File: src/rtl/morse_key_decoder_if.sv
// Morse key decoder signal bundle: raw key in, symbol/character results out.
// Latency: none (wires only).
// Backpressure: none; all results are single-cycle pulses the sink must take.
// Ports (as seen by the decoder through the slave modport):
//   key          in   raw push-button, 1 = pressed, asynchronous
//   symbol_valid out  one-cycle pulse, symbol classified
//   symbol       out  0 = DOT, 1 = DASH, valid with symbol_valid
//   char_valid   out  one-cycle pulse, character complete
//   char_len     out  symbols in character (1..5)
//   char_bits    out  symbol k at bit k, unused bits 0
//   char_error   out  more than 5 symbols were keyed
//   ascii        out  decoded character (0 unless MORSE_ASCII_EN)
//   busy         out  decoder not idle
interface morse_key_decoder_if;
   logic       key;
   logic       symbol_valid;
   logic       symbol;
   logic       char_valid;
   logic [2:0] char_len;
   logic [4:0] char_bits;
   logic       char_error;
   logic [7:0] ascii;
   logic       busy;

   // master: key source and result sink (board / text logic side)
   modport master (
      output key,
      input  symbol_valid, symbol, char_valid, char_len, char_bits,
             char_error, ascii, busy
   );

   // slave: the decoder itself
   modport slave (
      input  key,
      output symbol_valid, symbol, char_valid, char_len, char_bits,
             char_error, ascii, busy
   );
endinterface

File: src/rtl/morse_key_decoder.sv
// Morse key decoder: synchronise + debounce one raw key, time presses as DOT/DASH, group into characters.
// Latency: raw edge -> debounced edge 2+DEBOUNCE_CYCLES cycles; debounced release -> symbol_valid 1 cycle.
// Backpressure: none; symbol_valid/char_valid are single-cycle pulses with results held that cycle only.
// Ports: clk_i (rising edge), rst_i (async active-high), bus (morse_key_decoder_if.slave).
// Optional feature macro: MORSE_ASCII_EN enables the registered ITU lookup on ascii; otherwise ascii = 0.
module morse_key_decoder #(
   parameter int DEBOUNCE_CYCLES = 500000,
   parameter int DASH_CYCLES     = 25000000,
   parameter int GAP_CYCLES      = 50000000,
   parameter int CNT_W           = 26
) (
   input  logic                 clk_i,
   input  logic                 rst_i,
   morse_key_decoder_if.slave   bus
);

   localparam logic [CNT_W-1:0] DEB_LAST = CNT_W'(DEBOUNCE_CYCLES - 1);
   localparam logic [CNT_W-1:0] DASH_C   = CNT_W'(DASH_CYCLES);
   localparam logic [CNT_W-1:0] GAP_C    = CNT_W'(GAP_CYCLES);
   localparam logic [CNT_W-1:0] CNT_ONE  = CNT_W'(1);

   typedef enum logic [1:0] {ST_IDLE, ST_PRESS, ST_GAP} state_t;

   // ---------------- input synchroniser and debouncer ----------------
   logic             sync1_q, sync2_q;
   logic             db_q, db_d, db_prev_q;
   logic [CNT_W-1:0] db_cnt_q, db_cnt_d;
   logic             arm_q, arm_d;
   logic             rise, fall;

   always_comb begin
      db_d     = db_q;
      db_cnt_d = '0;
      if (sync2_q != db_q) begin
         if (db_cnt_q == DEB_LAST) begin
            db_d = ~db_q;
         end else begin
            db_cnt_d = db_cnt_q + 1'b1;
         end
      end
   end

   // The synchroniser resets to "pressed" so a key held through reset never
   // looks like a fresh press; presses are only honoured once the key has
   // been seen released (arm_q).
   assign arm_d = arm_q | (~sync2_q & ~db_q);
   assign rise  = db_q & ~db_prev_q & arm_q;
   assign fall  = ~db_q & db_prev_q;

   always_ff @(posedge clk_i or posedge rst_i) begin
      if (rst_i) begin
         sync1_q   <= 1'b1;
         sync2_q   <= 1'b1;
         db_q      <= 1'b0;
         db_prev_q <= 1'b0;
         db_cnt_q  <= '0;
         arm_q     <= 1'b0;
      end else begin
         sync1_q   <= bus.key;
         sync2_q   <= sync1_q;
         db_q      <= db_d;
         db_prev_q <= db_q;
         db_cnt_q  <= db_cnt_d;
         arm_q     <= arm_d;
      end
   end

   // ---------------- symbol / character FSM ----------------
   state_t           state_q, state_d;
   logic [CNT_W-1:0] cnt_q, cnt_d;      // press length in PRESS, gap length in GAP
   logic [2:0]       len_q, len_d;
   logic [4:0]       bits_q, bits_d;
   logic             err_q, err_d;

   logic             sym_vld_q, sym_vld_d;
   logic             sym_q, sym_d;
   logic             chr_vld_q, chr_vld_d;
   logic [2:0]       chr_len_q, chr_len_d;
   logic [4:0]       chr_bits_q, chr_bits_d;
   logic             chr_err_q, chr_err_d;

`ifdef MORSE_ASCII_EN
   logic [7:0]       ascii_q, ascii_d;

   // ITU table keyed on {length, pattern}; pattern bit k is symbol k, DASH = 1.
   function automatic logic [7:0] itu_lookup(input logic [2:0] len, input logic [4:0] bits);
      logic [7:0] r;
      case ({len, bits})
         {3'd2, 5'b00010}: r = 8'h41; // A .-
         {3'd4, 5'b00001}: r = 8'h42; // B -...
         {3'd4, 5'b00101}: r = 8'h43; // C -.-.
         {3'd3, 5'b00001}: r = 8'h44; // D -..
         {3'd1, 5'b00000}: r = 8'h45; // E .
         {3'd4, 5'b00100}: r = 8'h46; // F ..-.
         {3'd3, 5'b00011}: r = 8'h47; // G --.
         {3'd4, 5'b00000}: r = 8'h48; // H ....
         {3'd2, 5'b00000}: r = 8'h49; // I ..
         {3'd4, 5'b01110}: r = 8'h4A; // J .---
         {3'd3, 5'b00101}: r = 8'h4B; // K -.-
         {3'd4, 5'b00010}: r = 8'h4C; // L .-..
         {3'd2, 5'b00011}: r = 8'h4D; // M --
         {3'd2, 5'b00001}: r = 8'h4E; // N -.
         {3'd3, 5'b00111}: r = 8'h4F; // O ---
         {3'd4, 5'b00110}: r = 8'h50; // P .--.
         {3'd4, 5'b01011}: r = 8'h51; // Q --.-
         {3'd3, 5'b00010}: r = 8'h52; // R .-.
         {3'd3, 5'b00000}: r = 8'h53; // S ...
         {3'd1, 5'b00001}: r = 8'h54; // T -
         {3'd3, 5'b00100}: r = 8'h55; // U ..-
         {3'd4, 5'b01000}: r = 8'h56; // V ...-
         {3'd3, 5'b00110}: r = 8'h57; // W .--
         {3'd4, 5'b01001}: r = 8'h58; // X -..-
         {3'd4, 5'b01101}: r = 8'h59; // Y -.--
         {3'd4, 5'b00011}: r = 8'h5A; // Z --..
         {3'd5, 5'b11111}: r = 8'h30; // 0
         {3'd5, 5'b11110}: r = 8'h31; // 1
         {3'd5, 5'b11100}: r = 8'h32; // 2
         {3'd5, 5'b11000}: r = 8'h33; // 3
         {3'd5, 5'b10000}: r = 8'h34; // 4
         {3'd5, 5'b00000}: r = 8'h35; // 5
         {3'd5, 5'b00001}: r = 8'h36; // 6
         {3'd5, 5'b00011}: r = 8'h37; // 7
         {3'd5, 5'b00111}: r = 8'h38; // 8
         {3'd5, 5'b01111}: r = 8'h39; // 9
         default:          r = 8'h3F; // '?'
      endcase
      return r;
   endfunction
`endif

   always_comb begin
      state_d    = state_q;
      cnt_d      = cnt_q;
      len_d      = len_q;
      bits_d     = bits_q;
      err_d      = err_q;
      sym_vld_d  = 1'b0;
      sym_d      = 1'b0;
      chr_vld_d  = 1'b0;
      chr_len_d  = '0;
      chr_bits_d = '0;
      chr_err_d  = 1'b0;
`ifdef MORSE_ASCII_EN
      ascii_d    = '0;
`endif
      case (state_q)
         ST_IDLE: begin
            if (rise) begin
               state_d = ST_PRESS;
               cnt_d   = CNT_ONE;
            end
         end
         ST_PRESS: begin
            if (fall) begin
               state_d   = ST_GAP;
               cnt_d     = CNT_ONE;
               sym_vld_d = 1'b1;
               sym_d     = (cnt_q >= DASH_C);
               if (len_q < 3'd5) begin
                  bits_d[len_q] = sym_d;
                  len_d         = len_q + 3'd1;
               end else begin
                  err_d = 1'b1;   // sixth+ symbol: reported but not stored
               end
            end else if (cnt_q < DASH_C) begin
               cnt_d = cnt_q + 1'b1;
            end
         end
         ST_GAP: begin
            // Timeout is checked first so a press landing on the timeout
            // cycle both closes the character and starts the next one.
            if (cnt_q >= GAP_C) begin
               chr_vld_d  = 1'b1;
               chr_len_d  = len_q;
               chr_bits_d = bits_q;
               chr_err_d  = err_q;
`ifdef MORSE_ASCII_EN
               ascii_d    = err_q ? 8'h3F : itu_lookup(len_q, bits_q);
`endif
               len_d      = '0;
               bits_d     = '0;
               err_d      = 1'b0;
               if (rise) begin
                  state_d = ST_PRESS;
                  cnt_d   = CNT_ONE;
               end else begin
                  state_d = ST_IDLE;
                  cnt_d   = '0;
               end
            end else if (rise) begin
               state_d = ST_PRESS;
               cnt_d   = CNT_ONE;
            end else begin
               cnt_d = cnt_q + 1'b1;
            end
         end
         default: begin
            state_d = ST_IDLE;
            cnt_d   = '0;
         end
      endcase
   end

   always_ff @(posedge clk_i or posedge rst_i) begin
      if (rst_i) begin
         state_q    <= ST_IDLE;
         cnt_q      <= '0;
         len_q      <= '0;
         bits_q     <= '0;
         err_q      <= 1'b0;
         sym_vld_q  <= 1'b0;
         sym_q      <= 1'b0;
         chr_vld_q  <= 1'b0;
         chr_len_q  <= '0;
         chr_bits_q <= '0;
         chr_err_q  <= 1'b0;
      end else begin
         state_q    <= state_d;
         cnt_q      <= cnt_d;
         len_q      <= len_d;
         bits_q     <= bits_d;
         err_q      <= err_d;
         sym_vld_q  <= sym_vld_d;
         sym_q      <= sym_d;
         chr_vld_q  <= chr_vld_d;
         chr_len_q  <= chr_len_d;
         chr_bits_q <= chr_bits_d;
         chr_err_q  <= chr_err_d;
      end
   end

`ifdef MORSE_ASCII_EN
   always_ff @(posedge clk_i or posedge rst_i) begin
      if (rst_i) begin
         ascii_q <= '0;
      end else begin
         ascii_q <= ascii_d;
      end
   end
   assign bus.ascii = ascii_q;
`else
   assign bus.ascii = 8'h00;
`endif

   assign bus.symbol_valid = sym_vld_q;
   assign bus.symbol       = sym_q;
   assign bus.char_valid   = chr_vld_q;
   assign bus.char_len     = chr_len_q;
   assign bus.char_bits    = chr_bits_q;
   assign bus.char_error   = chr_err_q;
   assign bus.busy         = (state_q != ST_IDLE);

endmodule

File: src/flat_wrapper.sv
// flat-port wrapper written by rule: the top's interface ports become plain ports
module morse_key_decoder_flat 
#(
   parameter int DEBOUNCE_CYCLES = 500000,
   parameter int DASH_CYCLES     = 25000000,
   parameter int GAP_CYCLES      = 50000000,
   parameter int CNT_W           = 26
)
  (clk_i, rst_i, bus_key, bus_symbol_valid, bus_symbol, bus_char_valid, bus_char_len, bus_char_bits, bus_char_error, bus_ascii, bus_busy);
  morse_key_decoder_if bus_i ();
  input  logic clk_i;
  input  logic rst_i;
  input wire logic [$bits(bus_i.key)-1:0] bus_key;
  output wire logic [$bits(bus_i.symbol_valid)-1:0] bus_symbol_valid;
  output wire logic [$bits(bus_i.symbol)-1:0] bus_symbol;
  output wire logic [$bits(bus_i.char_valid)-1:0] bus_char_valid;
  output wire logic [$bits(bus_i.char_len)-1:0] bus_char_len;
  output wire logic [$bits(bus_i.char_bits)-1:0] bus_char_bits;
  output wire logic [$bits(bus_i.char_error)-1:0] bus_char_error;
  output wire logic [$bits(bus_i.ascii)-1:0] bus_ascii;
  output wire logic [$bits(bus_i.busy)-1:0] bus_busy;
  assign bus_i.key = bus_key;
  assign bus_symbol_valid = bus_i.symbol_valid;
  assign bus_symbol = bus_i.symbol;
  assign bus_char_valid = bus_i.char_valid;
  assign bus_char_len = bus_i.char_len;
  assign bus_char_bits = bus_i.char_bits;
  assign bus_char_error = bus_i.char_error;
  assign bus_ascii = bus_i.ascii;
  assign bus_busy = bus_i.busy;
  morse_key_decoder #(.DEBOUNCE_CYCLES(DEBOUNCE_CYCLES), .DASH_CYCLES(DASH_CYCLES), .GAP_CYCLES(GAP_CYCLES), .CNT_W(CNT_W)) u_core (.clk_i(clk_i), .rst_i(rst_i), .bus(bus_i));
endmodule
File: config.mk
export PLATFORM = sky130hd
export DESIGN_NAME = morse_key_decoder_flat
export DESIGN_NICKNAME = d
export VERILOG_FILES = /design/src/rtl/morse_key_decoder_if.sv /design/src/rtl/morse_key_decoder.sv /design/src/flat_wrapper.sv
export SDC_FILE = /design/constraint.sdc
export NUM_CORES = 1
export LEC_CHECK = 0
export BUFFER_PORTS_ARGS = -buffer_cell sky130_fd_sc_hd__buf_4
export CAP_MARGIN = 15
export CORE_ASPECT_RATIO = 0.9
export CORE_MARGIN = 10
export CORE_UTILIZATION = 45
export DETAILED_ROUTE_END_ITERATION = 12
export GPL_ROUTABILITY_DRIVEN = 0
export PLACE_DENSITY = 0.7
export SLEW_MARGIN = 10
export SYNTH_ARGS = -nofsm -noshare
export SYNTH_HDL_FRONTEND = slang
export SYNTH_SLANG_ARGS = --single-unit
File: constraint.sdc
create_clock -name clk_i -period 7.8 [get_ports clk_i]
set_input_delay 1.56 -clock clk_i [delete_from_list [all_inputs] [get_ports clk_i]]
set_output_delay 1.56 -clock clk_i [all_outputs]
set_load 0.02 [all_outputs]
# After elaboration in Yosys (flattened, before gate mapping)
# Cells that the tools add are included.
[totals]
reg_bits = 80
output_inout_bits = 21
[classes]
n_lt_le_gt_ge = 6
n_reduce_logical = 8
n_eq_ne = 10
mux = 41
bitwise_logic = 8
add_sub_neg = 3
[ops]
columns = ["operator", "count"]
rows = [
  ["26-bit two-way mux", 7],
  ["26-bit one-hot mux with 3 select lines", 1],
  ["26-bit by 1-bit adder with 26-bit output (second input constant)", 2],
  ["26-bit by 19-bit == test with 1-bit output (second input constant)", 1],
  ["26-bit by 25-bit >= comparator with 1-bit output (second input constant)", 1],
  ["26-bit >= comparator (second input constant)", 1],
  ["26-bit by 25-bit less-than comparator with 1-bit output (second input constant)", 1],
  ["5-bit two-way mux", 5],
  ["3-bit two-way mux", 5],
  ["1-bit two-way mux", 14],
  ["5-bit one-hot mux with 2 select lines", 1],
  ["2-bit by 1-bit inequality test with 1-bit output (second input constant)", 4],
  ["4-bit AND reduction", 2],
  ["2-bit two-way mux", 3],
  ["2-bit one-hot mux with 3 select lines", 1],
  ["3-bit one-hot mux with 2 select lines", 1],
  ["5-bit bitwise mux", 1],
  ["1-bit bitwise AND", 4],
  ["3-bit by 4-bit less-than comparator with 1-bit output (second input constant)", 1],
  ["2-bit AND reduction", 2],
  ["2-bit nonzero test", 2],
  ["3-bit by 1-bit adder with 3-bit output (second input constant)", 1],
  ["1-bit demux with 3-bit select", 1],
  ["3-bit by 1-bit >= comparator with 1-bit output (second input constant)", 1],
  ["other kinds (11)", 13],
]

# Logic depth before layout (Yosys ltp)
[depth]
ltp_word = 8
ltp_mapped = 8
mapped_depth_nobuf = 7

# Worst setup path after synthesis
# OpenSTA, ideal clock, no wires.
[synth_timing]
kind = "reg-to-output"
startpoint = "register u_core.state_q[0]"
endpoint = "output port bus_busy"
arrival_time_ns = 0.712
required_time_ns = 6.240
path_stages_with_launch = 4
slack_ns = 5.528
cell_sequence = "dfrtp_1 > buf_2 > inv_1 > nand2_1"
[synth_via]
elab_chain_len = 1
[synth_rtl]
columns = ["item", "line", "rtl"]
rows = [
  ["from (decl)", "morse_key_decoder.sv:69", "state_t state_q, state_d;"],
  ["from (signal assigned)", "morse_key_decoder.sv:218", "state_q <= state_d;"],
  ["2-bit nonzero test", "morse_key_decoder.sv:251", "assign bus.busy = (state_q != ST_IDLE);"],
  ["to (decl)", "flat_wrapper.sv:21", "output wire logic [$bits(bus_i.busy)-1:0] bus_busy;"],
]
# Every way passes these cells.

# Worst setup path after layout
[layout_timing]
startpoint = "register u_core.state_q[1]"
endpoint = "output port bus_busy"
# Same word-level chain as after synthesis.

==> run metrics <==
dpl ws=approximately 5.2 ns; final WL=7440 µm; post-route minimum period=2.82 ns; Inserted Diodes=0; Pins Over Slew Limit=0; hold_sp=u_core.sync1_q$_DFF_PP1_; Startpoint Class=flop; mean area per synthesized cell=about 10 µm²; Lkg Pwr=~2.0 nW; Synth warnings=0; Final Hold Fails=0; Post-Synthesis Cells=407; Post-synth EDFFs=0; Least-Margin Pin Slew=0.999 ns; R2R Path Start=u_core.state_q[1]$_DFFE_PP0N_; vias in the first global route=2792; Starting DRT DRC Count=240; Final Cycle Share=0.361; Num Clock Sinks=80; Avg WL per Cell=approximately 14 µm; gr usage total=0.118; Reg2Reg Depth=6; area delta synth->final=9.46%; hold endpoint=u_core.sync2_q$_DFF_PP1_; Slew HR=0.334; critical path type=reg -> out; DRC Markers=0; core area=8610 µm²; layout cells sized above 1=0.120; Seq cells post-synth=80; root buffer cell=clkbuf_8; Setup TNS=0 ns; first-pass GRT wire length=approximately 13000 µm; hold depth=0; clock-pin slew on the worst setup and hold paths=~0.080 ns; Port Buffers=15; Netlist cell types=56; Final ANT Viol Nets=0; Cell Pwr Density=roughly 170 nW/µm²; CTS max path bufs=2; Clock Latency Late Sink=between 0.3 and 0.4 ns; largest net degree at the start of global routing=81; ranking of synthesized cells by area=dfrtp_1 49%, xor2_1 5.5%, nor2_1 5.3%; Post-CTS Hold Fix Bufs=0; synthesized cell area=around 4000 µm²; f_max=between 0.3 and 0.4 GHz; # IOs=24; post-DP HPWL=4990 µm; Via density=5.29; Yosys top cell area share=0.489; Worst Setup End Kind=output pin; CTS resizes=0; hold crit path type=reg -> reg; DRT Pass-1 Iters=4; Num CTS Buffers=9; Finish-stage setup viols=0; cell row count=32; Crit Path Max Fanout=8; Synth Flop Type=dfrtp_1; Critical R2R Capture=u_core.cnt_q[3]$_DFFE_PP0P_; Worst EP required=6.24 ns; GR Overflow Total=0; clk_skew=0.0104 ns; H-Tree Depth=3; die area=13000 µm²; DR vias=2881; CTS tree=done; sequential cell area fraction in the yosys report=0.502; RSZ-0062 raised after global routing=no; Die Ht=between 100 and 150 µm; status=finished clean; initial antenna violation count=0; Peak VDD IR=0.0695 mV; asr flop ratio synth=1.00; # nets final=429; Arr. time, crit path=1.26 ns; Yosys top cell by area=dfrtp_1; maxcap violations=0; # Post-CTS Setup Buffers=0; Fillers=770; R2R Setup Slk=approximately 5.2 ns; Initial Utilization=0.464; die width=119 µm; final worst-path setup slack=4.98 ns
==> cell families after synthesis <==
family,synth area share
AOI/OAI and AO/OA,0.107
xor gates and xnor gates,0.0746
adders and majority gates,0.0157
buffers and inverters,0.0448
DFF,0.502
muxes,0.0100
other,0.000939
and+or+nand+nor,0.245
==> placed cells by master, fill, tap and decap left out, drive strengths merged, types with 5 or more instances in the layout <==
cell / n
clkbuf: 10
ha: 5
dfrtp: 78
nor3: 9
and2: 10
nand3: 28
a21o: 6
inv: 15
xor2: 25
or3: 7
nor2: 58
buf: 16
nor4: 5
a21oi: 16
o21ai: 15
xnor2: 9
a22o: 7
nand4: 14
and3: 14
conb: 8
nand2: 28
==> how the worst max path moves through the flow <==
| stage | from | end | slack (ns) | cells past startpoint |
|---|---|---|---|---|
| 3_3_place_gp | rst_i | u_core.cnt_q[17]$_DFFE_PP0P_ | 5.22 | 3 |
| 2_1_floorplan | rst_i | u_core.arm_q$_DFF_PP0_ | 4.19 | 1 |
| 4_1_cts | u_core.state_q[1]$_DFFE_PP0N_ | bus_busy | 4.96 | 3 |
| 3_5_place_dp | rst_i | u_core.cnt_q[14]$_DFFE_PP0P_ | 5.20 | 3 |
| 6_report | u_core.state_q[1]$_DFFE_PP0N_ | bus_busy | 4.98 | 3 |
| 5_1_grt | u_core.state_q[1]$_DFFE_PP0N_ | bus_busy | 4.92 | 3 |
==> power breakdown <==
| group | internal, W | switching, W |
|---|---|---|
| logic | 0.00000250 | 0.0000150 |
| clock network | 0.000161 | 0.000158 |
| registers | 0.000417 | 0.00000146 |
| total | 0.000580 | 0.000175 |
==> synth_stat cells (all sizes together), types with 2 or more instances <==
| master | number |
|---|---|
| dfrtp | 78 |
| nor2 | 58 |
| nand2 | 28 |
| nand3 | 28 |
| xor2 | 25 |
| buf | 17 |
| a21oi | 16 |
| o21ai | 15 |
| and3 | 14 |
| nand4 | 14 |
| inv | 13 |
| and2 | 10 |
| nor3 | 9 |
| xnor2 | 9 |
| a22o | 7 |
| or3 | 7 |
| a21o | 6 |
| ha | 5 |
| nor4 | 5 |
| and4 | 4 |
| mux2i | 4 |
| a31oi | 3 |
| clkbuf | 3 |
| nand2b | 3 |
| or2 | 3 |
| a31o | 2 |
| dfstp | 2 |
| nand3b | 2 |
| o22ai | 2 |
==> registers in the layout, summed over array words and instances, names as in the netlist, 2 cells and up <==
signal	cells
u_core.bus.char_bits	5
u_core.bits_q	5
u_core.db_cnt_q	26
u_core.cnt_q	26
u_core.len_q	3
u_core.bus.char_len	3
u_core.state_q	2
==> area by class of cell <==
class / instances / area [µm²] / share of cell area
timing repair buffer: 16 / 120 / 0.0275
tap: 119 / 149 / 0.0341
clock inverter: 6 / 73.8 / 0.0169
clock buffer: 10 / 138 / 0.0315
inverter: 13 / 50.0 / 0.0114
multi-input combinational: 301 / 1840 / 0.420
sequential: 80 / 2000 / 0.459
==> worst max-delay path: stages, from the launching register on <==
cell,delay [ns]
dfrtp_1,0.47
inv_1,0.17
nand2_1,0.10
buf_4,0.17
==> routing by layer <==
| layer | GRT usage | share of wire |
|---|---|---|
| met1 | 0.156 | 0.49 |
| met4 | 0.0508 | 0.013 |
| met3 | 0.0277 | 0.037 |
| met5 | 0 | 0 |
| met2 | 0.182 | 0.46 |
==> metrics by stage <==
stage	cells	total power (W)	hold slack, ns	instance area, µm²	utilization
2_1_floorplan	414	0.000443	0.345	4020	-
3_3_place_gp	529	0.000444	0.346	4160	0.483
3_5_place_dp	529	0.000444	0.347	4160	0.483
4_1_cts	545	0.000764	0.356	4370	0.508
5_1_grt	545	0.000786	0.358	4370	0.508
6_report	545	0.000755	0.356	4370	0.508
No activity file was read; power rests on OpenSTA's default activity.
